`config.mk`:
```
export PLATFORM = sky130hd
export DESIGN_NAME = single_port_ram
export DESIGN_NICKNAME = d
export VERILOG_FILES = /design/src/rtl/spram_pkg.sv /design/src/rtl/spram_clear_seq.sv /design/src/rtl/single_port_ram.sv
export SDC_FILE = /design/constraint.sdc
export NUM_CORES = 1
export LEC_CHECK = 0
export ABC_AREA = 1
export CORE_MARGIN = 5
export CORE_UTILIZATION = 61
export DETAILED_ROUTE_END_ITERATION = 10
export PLACE_DENSITY = 0.79
export RECOVER_POWER = 25
export SLEW_MARGIN = 20
export SYNTH_ARGS = -nofsm -noshare
export SYNTH_HDL_FRONTEND = slang
export SYNTH_SLANG_ARGS = --single-unit
```
`constraint.sdc`:
```
create_clock -name clk -period 4.9 [get_ports clk]
set_clock_uncertainty 0.15 [all_clocks]
set_input_delay 0.98 -clock clk [delete_from_list [all_inputs] [get_ports clk]]
set_output_delay 0.98 -clock clk [all_outputs]
set_load 0.02 [all_outputs]
```
`src/rtl/spram_pkg.sv`:
```
// ---------------------------------------------------------------------------
// spram_pkg
//
// Shared definitions for the single-port RAM slice:
//   - SPRAM_WIDTH : default data word width (bits)
//   - SPRAM_AW    : default address width (depth = 2**SPRAM_AW words)
//   - spram_state_e : clear-sequencer state (CLEAR sweep, then RUN)
// ---------------------------------------------------------------------------
package spram_pkg;

    localparam int SPRAM_WIDTH = 8;
    localparam int SPRAM_AW    = 6;

    typedef enum logic {
        CLEAR = 1'b0,
        RUN   = 1'b1
    } spram_state_e;

endpackage : spram_pkg

```
`src/rtl/spram_clear_seq.sv`:
```
// ---------------------------------------------------------------------------
// spram_clear_seq
//
// After reset, sweeps every address once, requesting a write of zero to each
// word, then settles in RUN for good. The sweep takes exactly DEPTH cycles.
//
// Ports:
//   clk        in   clock, rising edge
//   rst        in   asynchronous active-high reset (restarts the sweep)
//   clear_we   out  1 = write zero to clear_addr this cycle
//   clear_addr out  word currently being cleared
//   ready      out  1 = sweep finished, RAM open for normal accesses
// ---------------------------------------------------------------------------
module spram_clear_seq
    import spram_pkg::*;
#(
    parameter int AW = SPRAM_AW
) (
    input  logic          clk,
    input  logic          rst,
    output logic          clear_we,
    output logic [AW-1:0] clear_addr,
    output logic          ready
);

    localparam int DEPTH = 2 ** AW;

    spram_state_e  state_q, state_d;
    logic [AW-1:0] ptr_q, ptr_d;

    always_ff @(posedge clk or posedge rst) begin
        if (rst) begin
            state_q <= CLEAR;
            ptr_q   <= '0;
        end else begin
            state_q <= state_d;
            ptr_q   <= ptr_d;
        end
    end

    // The pointer wraps back to zero naturally after the last word, so it is
    // already in its reset position once RUN is reached.
    always_comb begin
        state_d    = state_q;
        ptr_d      = ptr_q;
        clear_we   = 1'b0;
        clear_addr = ptr_q;
        ready      = 1'b0;
        case (state_q)
            CLEAR: begin
                clear_we = 1'b1;
                ptr_d    = ptr_q + AW'(1);
                if (ptr_q == AW'(DEPTH - 1)) begin
                    state_d = RUN;
                end
            end
            RUN: begin
                ready = 1'b1;
            end
            default: begin
                state_d = CLEAR;
                ptr_d   = '0;
            end
        endcase
    end

endmodule : spram_clear_seq

```
`src/rtl/single_port_ram.sv`:
```
// ---------------------------------------------------------------------------
// single_port_ram
//
// Synchronous single-port RAM, DEPTH = 2**AW words of WIDTH bits, with a
// registered write-first read port. Contents are zeroed by a sweep after every
// reset; accesses are ignored until ready rises.
//
// Optional build macro: SPRAM_PARITY_EN
//   Adds an even-parity bit per word and the parity_err output.
//
// Ports:
//   data       in   write data
//   addr       in   shared read/write address
//   clk        in   clock, rising edge
//   we         in   1 = write data to addr this cycle
//   q          out  registered read data (one cycle latency)
//   rst        in   asynchronous active-high reset
//   ready      out  1 = clear sweep done
//   parity_err out  (SPRAM_PARITY_EN only) stored word failed its parity check
// ---------------------------------------------------------------------------
module single_port_ram
    import spram_pkg::*;
#(
    parameter int WIDTH = SPRAM_WIDTH,
    parameter int AW    = SPRAM_AW
) (
    input  logic [WIDTH-1:0] data,
    input  logic [AW-1:0]    addr,
    input  logic             clk,
    input  logic             we,
    output logic [WIDTH-1:0] q,
    input  logic             rst,
    output logic             ready
`ifdef SPRAM_PARITY_EN
    ,
    output logic             parity_err
`endif
);

    localparam int DEPTH = 2 ** AW;
`ifdef SPRAM_PARITY_EN
    localparam int SW = WIDTH + 1;
`else
    localparam int SW = WIDTH;
`endif

    logic [SW-1:0]    mem_q [DEPTH];
    logic             clear_we;
    logic [AW-1:0]    clear_addr;
    logic             mem_we_d;
    logic [AW-1:0]    mem_addr_d;
    logic [SW-1:0]    mem_wdata_d;
    logic [SW-1:0]    rd_word;
    logic [WIDTH-1:0] q_q, q_d;

    spram_clear_seq #(
        .AW(AW)
    ) u_clear_seq (
        .clk       (clk),
        .rst       (rst),
        .clear_we  (clear_we),
        .clear_addr(clear_addr),
        .ready     (ready)
    );

    assign rd_word = mem_q[addr];

    // Single write port shared between the clear sweep and user writes; the
    // sweep owns it completely until ready, so user requests are dropped.
    always_comb begin
        mem_we_d    = 1'b0;
        mem_addr_d  = addr;
        mem_wdata_d = '0;
        if (clear_we) begin
            mem_we_d   = 1'b1;
            mem_addr_d = clear_addr;
        end else if (ready && we) begin
            mem_we_d = 1'b1;
`ifdef SPRAM_PARITY_EN
            mem_wdata_d = {^data, data};
`else
            mem_wdata_d = data;
`endif
        end
    end

    // Array has no reset of its own; the clear sweep provides that.
    always_ff @(posedge clk) begin
        if (mem_we_d) begin
            mem_q[mem_addr_d] <= mem_wdata_d;
        end
    end

    // Write-first: on a write the output takes the incoming data rather than
    // the old contents.
    always_comb begin
        q_d = '0;
        if (ready) begin
            q_d = we ? data : rd_word[WIDTH-1:0];
        end
    end

    always_ff @(posedge clk or posedge rst) begin
        if (rst) begin
            q_q <= '0;
        end else begin
            q_q <= q_d;
        end
    end

    assign q = q_q;

`ifdef SPRAM_PARITY_EN
    logic parity_err_q, parity_err_d;

    // Freshly written data cannot be corrupt, so write-first reads never flag.
    always_comb begin
        parity_err_d = 1'b0;
        if (ready && !we) begin
            parity_err_d = ((^rd_word[WIDTH-1:0]) != rd_word[WIDTH]);
        end
    end

    always_ff @(posedge clk or posedge rst) begin
        if (rst) begin
            parity_err_q <= 1'b0;
        end else begin
            parity_err_q <= parity_err_d;
        end
    end

    assign parity_err = parity_err_q;
`endif

endmodule : single_port_ram

```
# Word level (Yosys, flattened, before mapping)

Memories as Yosys holds them, arrays and structs flattened.
Cells that the tools add are included.

Memories: 1
Word-level logic and storage cells: 19
Register bits after elaboration: 15
Bits in writable memories: 512

Mux-type cells: 12
$add $sub $neg: 1
Eq/ne operators: 1
Reduce and logical (&&, ||, !) cells: 1

Memories:

| memory | words | width | rd ports | clocked after memory_dff | write ports | RTL line              | RTL |
|---|---|---|---|---|---|---|---|
| mem_q  | 64    | 8     | 1        | 0                        | 1           | single_port_ram.sv:47 | `logic [SW-1:0] mem_q [DEPTH];` |

Operators by type and width:

| kind                  | number |
|---|---|
| $mux W8               | 4 |
| $mux W1               | 7 |
| $add A6 B1 Y6 const B | 1 |
| $eq A6 B6 Y1 const B  | 1 |
| $mux W6               | 1 |
| $logic_and A1 B1 Y1   | 1 |

# Logic depth before layout (Yosys ltp)

Gate-level depths: netlist of run 1.

Word-level depth: 6
Mapped depth: 14
Depth with buffers taken out: 11

# By module

Synthesis of run 1 repeated with hierarchy kept, for this count alone.

Cells, all modules: 1899
Area, all modules: 21698.3 um2

By module, submodules not included:

| module          | times used | area each (um2) | cells each | seq. area each (um2) |
|---|---|---|---|---|
| single_port_ram | 1          | 21359.2         | 1856       | 15574.9 |
| spram_clear_seq | 1          | 339.1           | 43         | 175.2 |

# Least setup slack after synthesis of run 1

OpenSTA, ideal clock, no wires.

Path type: input-to-reg
Start: in addr[0]
End: mem mem_q[50][0] (netlist bit), enable pin
Stages on the path: 6
Arrival time: 2.642 ns
Library setup time: 0.395 ns
Slack: 1.714 ns
Required time: 4.355 ns
Path through: buf_4 -> buf_6 -> buf_2 -> a21oi_4 -> inv_2 -> nor4_1

Word-level cells in the longest chain between the ends: 1

Ends and longest elaborated chain:

| item        | RTL line              | RTL |
|---|---|---|
| from (decl) | single_port_ram.sv:28 | `input logic [AW-1:0] addr,` |
| $mux W6     | single_port_ram.sv:74 | `if (clear_we) begin` |
| to (decl)   | single_port_ram.sv:47 |  |

Every way passes these cells.

# Worst setup path after layout of run 1

Start: reg u_clear_seq.state_q
End: mem mem_q[3][4] (netlist bit), enable pin

Word-level cells in the longest chain between the ends: 6
Elaborated cells between the ends (all ways): 7
Those cells by class: 6 x mux; 1 x reduce/logical

Ends and longest elaborated chain:

| item                          | RTL line              | RTL |
|---|---|---|
| from (decl)                   | spram_clear_seq.sv:28 | `spram_state_e state_q, state_d;` |
| from (signal assigned)        | spram_clear_seq.sv:36 | `state_q <= state_d;` |
| $mux W1                       | spram_clear_seq.sv:49 | `case (state_q)` |
| $logic_and A1 B1 Y1           | single_port_ram.sv:77 | `end else if (ready && we) begin` |
| $mux W1                       | single_port_ram.sv:77 |  |
| $mux W1                       | single_port_ram.sv:74 |  |
| $mux W1                       | single_port_ram.sv:89 | `if (mem_we_d) begin` |
| $mux W1 (not written as such) | single_port_ram.sv:90 | `mem_q[mem_addr_d] <= mem_wdata_d;` |

Parallel ways exist; a longest one is shown, timed or not.

==> flow_metrics.tcl, run 1 <==
set metrics [dict create \
    drt_wl_total_mm 53.9 \
    crit_fanout 17 \
    switching_share 0.215 \
    yosysUniqueCellTypes 25 \
    synth_compound_area_frac 0.00266 \
    slowest_delay_ns 0.86 \
    drive_gt1_frac 0.0613 \
    leakage_nw 8.44 \
    synth-edff-count 512 \
    synth.area.mux_share 0 \
    pre_cts_slack_ns 0.876 \
    cts_setup_buffers 0 \
    worst_pin_slew_ns 1.57 \
    postLayoutCoreUtil 0.673 \
    vias_per_cell 6.13 \
    drc_errors 0 \
    syn_area_per_cell_um2 11.5 \
    tritoncts "done" \
    dp.cells 2306 \
    ys_seq_area_frac 0.727 \
    layout.nets 1916 \
    firstDrtPassIters 6 \
    power.total_w 0.00892 \
    fmax_mhz 249 \
    die_w_um 198 \
    drv_slew 35 \
    drtIter0Drc 1974 \
    yosysWarnings 0 \
    finalWorstSetupSlack_ns 0.878 \
    cts_root_buffer "clkbuf_16" \
    ant_nets 0 \
    synth_simple_gate_area_frac 0.237 \
    grt_pass1_vias 14200 \
    hold_class "reg2reg" \
    place_congestion 0.914 \
    cts_resized 0 \
    cpLargestDelayFamily "simple AND/OR/NAND/NOR gates" \
    finalCritPeriodShare 0.821 \
    clock_tree.buffer_depth 3 \
    synth_top_family_by_area "simple AND/OR/NAND/NOR gates" \
    slew_headroom -0.0456 \
    core_um2 35300 \
    clock_latency_ns 0.57 \
    power_density_nw_per_um2 375 \
    synth_xor_area_frac 0.00162 \
    p_sw_w 0.00191 \
    cts_htree_levels 2 \
    rsz0062_at_grt "false" \
    fillers 2424 \
    p_seq_frac 0.546 \
    cts_buffers 51 \
    antenna_found_initial 0 \
    crit_buf_inv 3 \
    endpoint_kind "flop" \
    cts_sinks 527 \
    violations "capacitance limit, slew limit" \
    async_reset_ff_frac 0.0285 \
    dr_total_vias 14700 \
    grt_max_degree 107 \
    start_util 0.614 \
    status "complete, but fails checks" \
    wl_per_cell_um 22.5 \
    grt_first_pass_wirelength_mm 82.8 \
    synth_nets 1901 \
    dp.final_hpwl_mm 31.5 \
    overflow 0 \
    cts_hold_buf 0 \
    crit_required_ns 4.99 \
    area.growth.synth_to_final_pct 9.72 \
    die_area_um2 39400 \
    peakVddDrop_v 0.000324 \
    crit_slowest_cell "dfrtp_1" \
    fin_cells 2401 \
    rows 69 \
    min_period_ns 4.02 \
    synth_area_um2 21700 \
    finalSetupViolCount 0 \
    p_comb_frac 0.052 \
    critPathKind "reg2reg" \
    synth-adder-area-share 0.000577 \
    synth_seq_cells 527 \
    grt_use_met3 0.0711 \
    io_buffers 25 \
    p_int_w 0.00700 \
    finalHoldViolations 0 \
    grt_busiest_layer "met2" \
    synth_ff_type "edfxtp_1" \
    path_clk_slew_ns 0.06 \
    arrival_ns 4.11 \
    grt.met2_usage 0.438 \
    start_kind "flop" \
    path_cells "inv_1 -> nor2_1 -> inv_1 -> nand4_1 -> clkbuf_1 -> nor2_1" \
    ios 26 \
    use_met1 0.381 \
    fin_tns_setup_ns 0 \
    pwr-share-clk 0.402 \
    die_h_um 198 \
    grt_use_total 0.276 \
    drv_cap 1 \
    synth_cells 1883 \
    n_antenna_cell 0 \
]
## registers in the layout (all words and copies together) (netlist names)
register,flops
mem_q,512
u_clear_seq.clear_addr,6
q,8
u_clear_seq.state_q,1
## metal layers
metal / vias up / part of all wire
met5: - / 0
met3: 139 / 0.12
met2: 947 / 0.48
li1: 6606 / -
met4: 0 / 0.037
met1: 7034 / 0.37
## layout make-up
class,count,area [um^2],area share
well taps,461,577,0.0243
inverters,26,105,0.00442
clock buffers,71,1410,0.0595
multi-input cells,1219,5230,0.220
clock inverters,24,101,0.00426
flip-flops and latches,527,15800,0.662
repair buffers,73,599,0.0252
## kinds of logic after synthesis
group | count (synthesis)
xor gates and xnor gates | 4
buffers and inverters | 137
and+or+nand+nor | 1207
DFF | 527
adders and majority gates | 1
AOI/OAI and AO/OA | 7
## cells in the final DEF (no fill, tap or decap), drive strengths merged
cell           instances
nand2                687
edfxtp               512
nand3                441
clkbuf                80
nor2                  64
buf                   42
clkinv                26
inv                   24
dfrtp                 15
clkdlybuf4s50         13
dlygate4sd3            9
nor4                   6
nand4                  6
o21ai                  6
xor2                   4
nor3                   2
and3                   1
a21oi                  1
ha                     1
## power by group through the flow
stage	registers [W]	logic (W)	clock network, W
6_report	0.00487	0.000468	0.00358
5_1_grt	0.00486	0.000513	0.00382
4_1_cts	0.00487	0.000459	0.00362
3_5_place_dp	0.00496	0.000455	0
3_3_place_gp	0.00496	0.000447	0
2_1_floorplan	0.00496	0.000330	0
## worst reg2reg max path, stage by stage, from the launching register on
cell and delay [ns]:
dfrtp_1 0.86, inv_1 0.26, nor2_1 0.81, inv_1 0.39, nand4_1 0.22, clkbuf_1 0.60
nor2_1 0.41
## per-stage QoR
stage / area (um^2) / hold WS [ns]
after floorplan: 21700 / 0.341
after global placement: 22300 / 0.363
after detailed placement: 22300 / 0.384
after CTS: 23800 / 0.397
after global routing: 23800 / 0.443
final: 23800 / 0.388
## synth_stat cells (2+ instances only)
master | number | area share
inv_1 | 16 | 0.0028
buf_2 | 63 | 0.015
buf_1 | 11 | 0.0019
nor2_1 | 63 | 0.011
buf_4 | 21 | 0.0073
nor3_1 | 2 | 0.00046
clkinv_1 | 2 | 0.00035
nor4_1 | 6 | 0.0017
o21ai_2 | 3 | 0.0012
dfrtp_1 | 15 | 0.017
nand4_1 | 6 | 0.0017
xor2_1 | 4 | 0.0016
inv_2 | 8 | 0.0014
edfxtp_1 | 512 | 0.71
clkbuf_1 | 14 | 0.0024
buf_6 | 2 | 0.0010
o21ai_1 | 2 | 0.00046
nand2_1 | 687 | 0.12
nand3_1 | 440 | 0.10
## final timing paths
check / from / to / slack [ns] / cells after the start
max: u_clear_seq.state_q / mem_q[3][4] / 0.88 / 6
min: u_clear_seq.clear_addr[0] / u_clear_seq.clear_addr[0] / 0.39 / 2
max reg2reg: u_clear_seq.state_q / mem_q[3][4] / 0.88 / 6
min reg2reg: u_clear_seq.clear_addr[0] / u_clear_seq.clear_addr[0] / 0.39 / 2
max in group asynchronous: rst / q[2] / 3.29 / 2
min in group asynchronous: rst / q[7] / 0.83 / 2
Power figures use the tool's default switching activity.
==> run 2: changes to the inputs <==
==> constraint.sdc (replaced) <==
create_clock -name clk -period 3.75 [get_ports clk]
set_clock_uncertainty 0.15 [all_clocks]
set_input_delay 0.75 -clock clk [delete_from_list [all_inputs] [get_ports clk]]
set_output_delay 0.75 -clock clk [all_outputs]
set_load 0.02 [all_outputs]
==> run 2 against run 1 <==
Net effect:
- first-iteration DRC count is 12% lower
- register-to-register slack worse by 0.22 ns
- global-route usage is 0.10 points lower
- design area is 1.8% higher
- worst hold slack better by 0.011 ns
- critical endpoint is now q[6]
- setup slack worse by 0.22 ns
- highest routed layer unchanged
- the run ends with slew limit left
- utilization is 1.2 points higher
- count of clock-buffer cells in the layout is 12 lower
- critical path depth is 6 higher
- cell count is 1.3% higher
==> flow_metrics.tcl, run 2 (synthesis gave the netlist of run 1 again) <==
set metrics [dict create \
    status "complete, but fails checks" \
    violations "slew limit" \
    cts_resized 0 \
    tritoncts "done" \
    place_congestion 0.879 \
    fillers 2385 \
    register_area_um2 15800 \
    hold_class "reg2reg" \
    cts_htree_levels 2 \
    min_from "u_clear_seq.clear_addr[3]" \
    fin_tns_setup_ns 0 \
    n_antenna_cell 0 \
    wl_per_cell_um 22.1 \
    finalHoldViolations 0 \
    critPathKind "in2reg" \
    cts_setup_buffers 0 \
    vias_per_cell 6.11 \
    antenna_found_initial 0 \
    min_period_ns 3.09 \
    crit_required_ns 4.10 \
    worst_pin_slew_ns 1.51 \
    rsz0062_at_grt "false" \
    die_w_um 198 \
    r2r_cells 4 \
    layout.nets 1952 \
    grt_pass1_vias 14600 \
    die_h_um 198 \
    io_buffers 25 \
    crit_buf_inv 2 \
    postLayoutCoreUtil 0.685 \
    clock_tree.buffer_depth 3 \
    path_clk_slew_ns 0.06 \
    whs_path_depth 1 \
    drc_errors 0 \
    final_cell_mix "nand2_1 (687), edfxtp_1 (512), nand3_1 (440), buf_4 (70), nor2_1 (63)" \
    path_cells "buf_6 -> clkbuf_4 -> nand2_1 -> nand3_1 -> nand3_1 -> nand2_1 -> nand2_1 -> nand3_1 -> nand3_1 -> nand2_1 -> nand2_1 -> nand2_1" \
    rows 69 \
    peakVddDrop_v 0.000336 \
    multi_input_area_um2 5230 \
    finalCritPeriodShare 0.825 \
    crit_slowest_cell "clkbuf_4" \
    top_register "mem_q" \
    clock_latency_ns 0.58 \
    ios 26 \
    cpLargestDelayFamily "buffers and inverters" \
    drv_slew 57 \
    drtIter0Drc 1746 \
    drt_wl_total_mm 53.8 \
    cts_sinks 527 \
    die_area_um2 39400 \
    r2r_slack_ns 0.66 \
    hold_end "u_clear_seq.clear_addr[3]" \
    area.growth.synth_to_final_pct 11.7 \
    cts_hold_buf 0 \
    dpl-instance-area_um2 22700 \
    drv_cap 0 \
    finalSetupViolCount 0 \
    layout_commonest_cell "nand2_1" \
    regToRegStartpoint "u_clear_seq.state_q" \
    core_um2 35300 \
    reg2reg_to "mem_q[34][6]" \
    drive_gt1_frac 0.0863 \
    grt_first_pass_wirelength_mm 82.4 \
    cts_buffers 48 \
    cp_common_cell "nand2_1" \
    slowest_delay_ns 1.12 \
    largest_reg_flops 512 \
    crit_fanout 128 \
    leakage_nw 8.68 \
    slew_headroom -0.00533 \
    fmax_mhz 323 \
    ant_nets 0 \
    dp.final_hpwl_mm 31.0 \
    overflow 0 \
    stdcell_area_um2 24200 \
    start_kind "input pin" \
    grt_use_total 0.275 \
    start_util 0.614 \
    cts_root_buffer "clkbuf_16" \
    dr_total_vias 14900 \
    power_density_nw_per_um2 482 \
    arrival_ns 3.44 \
    firstDrtPassIters 6 \
    grt_max_degree 129 \
    endpoint_kind "flop" \
]
==> run 2: changes by cell type in the layout (fill, tap and decap cells not counted), sizes merged <==
cell	change
inv	+2
dlygate4sd3	-8
clkbuf	-16
clkinv	-2
clkdlybuf4s50	+8
buf	+43
bufinv	+3
clkinvlp	+1
==> run 2: area by class of cell <==
class                           count  area share
Inverter                           26     0.00434
Multi-Input combinational cell   1219       0.216
Timing Repair Buffer              112      0.0433
Sequential cell                   527       0.651
Clock buffer                       59      0.0526
Clock inverter                     28     0.00879
Tap cell                          461      0.0238
==> run 2: worst max-delay path by stage <==
stage                   startpoint      endpoint  depth (start not counted)
2_1_floorplan              addr[0]  mem_q[50][0]                          6
3_3_place_gp               addr[5]  mem_q[53][7]                          8
3_5_place_dp               addr[5]  mem_q[39][4]                          7
4_1_cts        u_clear_seq.state_q         ready                          1
5_1_grt                    addr[0]          q[6]                         12
6_report                   addr[0]          q[6]                         12
==> run 2: per-layer routing <==
| layer | vias to the layer above | wire length [um] | global-route usage |
|---|---|---|---|
| li1 | 6672 | - | - |
| met1 | 7016 | 19300 | 0.378 |
| met2 | 989 | 25100 | 0.427 |
| met3 | 178 | 6740 | 0.0633 |
| met4 | 0 | 2640 | 0.125 |
| met5 | - | 0 | 0 |
==> run 2: metrics by stage <==
stage | setup WS (ns) | hold WS, ns | instances | total power, W
after detailed placement | 0.331 | 0.387 | 2345 | 0.00708
after CTS | 0.735 | 0.396 | 2432 | 0.0117
after global placement | 0.353 | 0.369 | 2345 | 0.00706
final | 0.657 | 0.399 | 2432 | 0.0117
after floorplan | 0.794 | 0.341 | 1883 | 0.00691
after global routing | 0.476 | 0.425 | 2432 | 0.0120
==> run 2: power by group <==
group	internal, W	switching, W	leakage, nW	total (W)
Sequential	0.00636	0	3.76	0.00636
Clock	0.00262	0.00207	0.736	0.00469
Combinational	0.000186	0.000429	4.18	0.000616
Total	0.00916	0.00250	8.68	0.0117
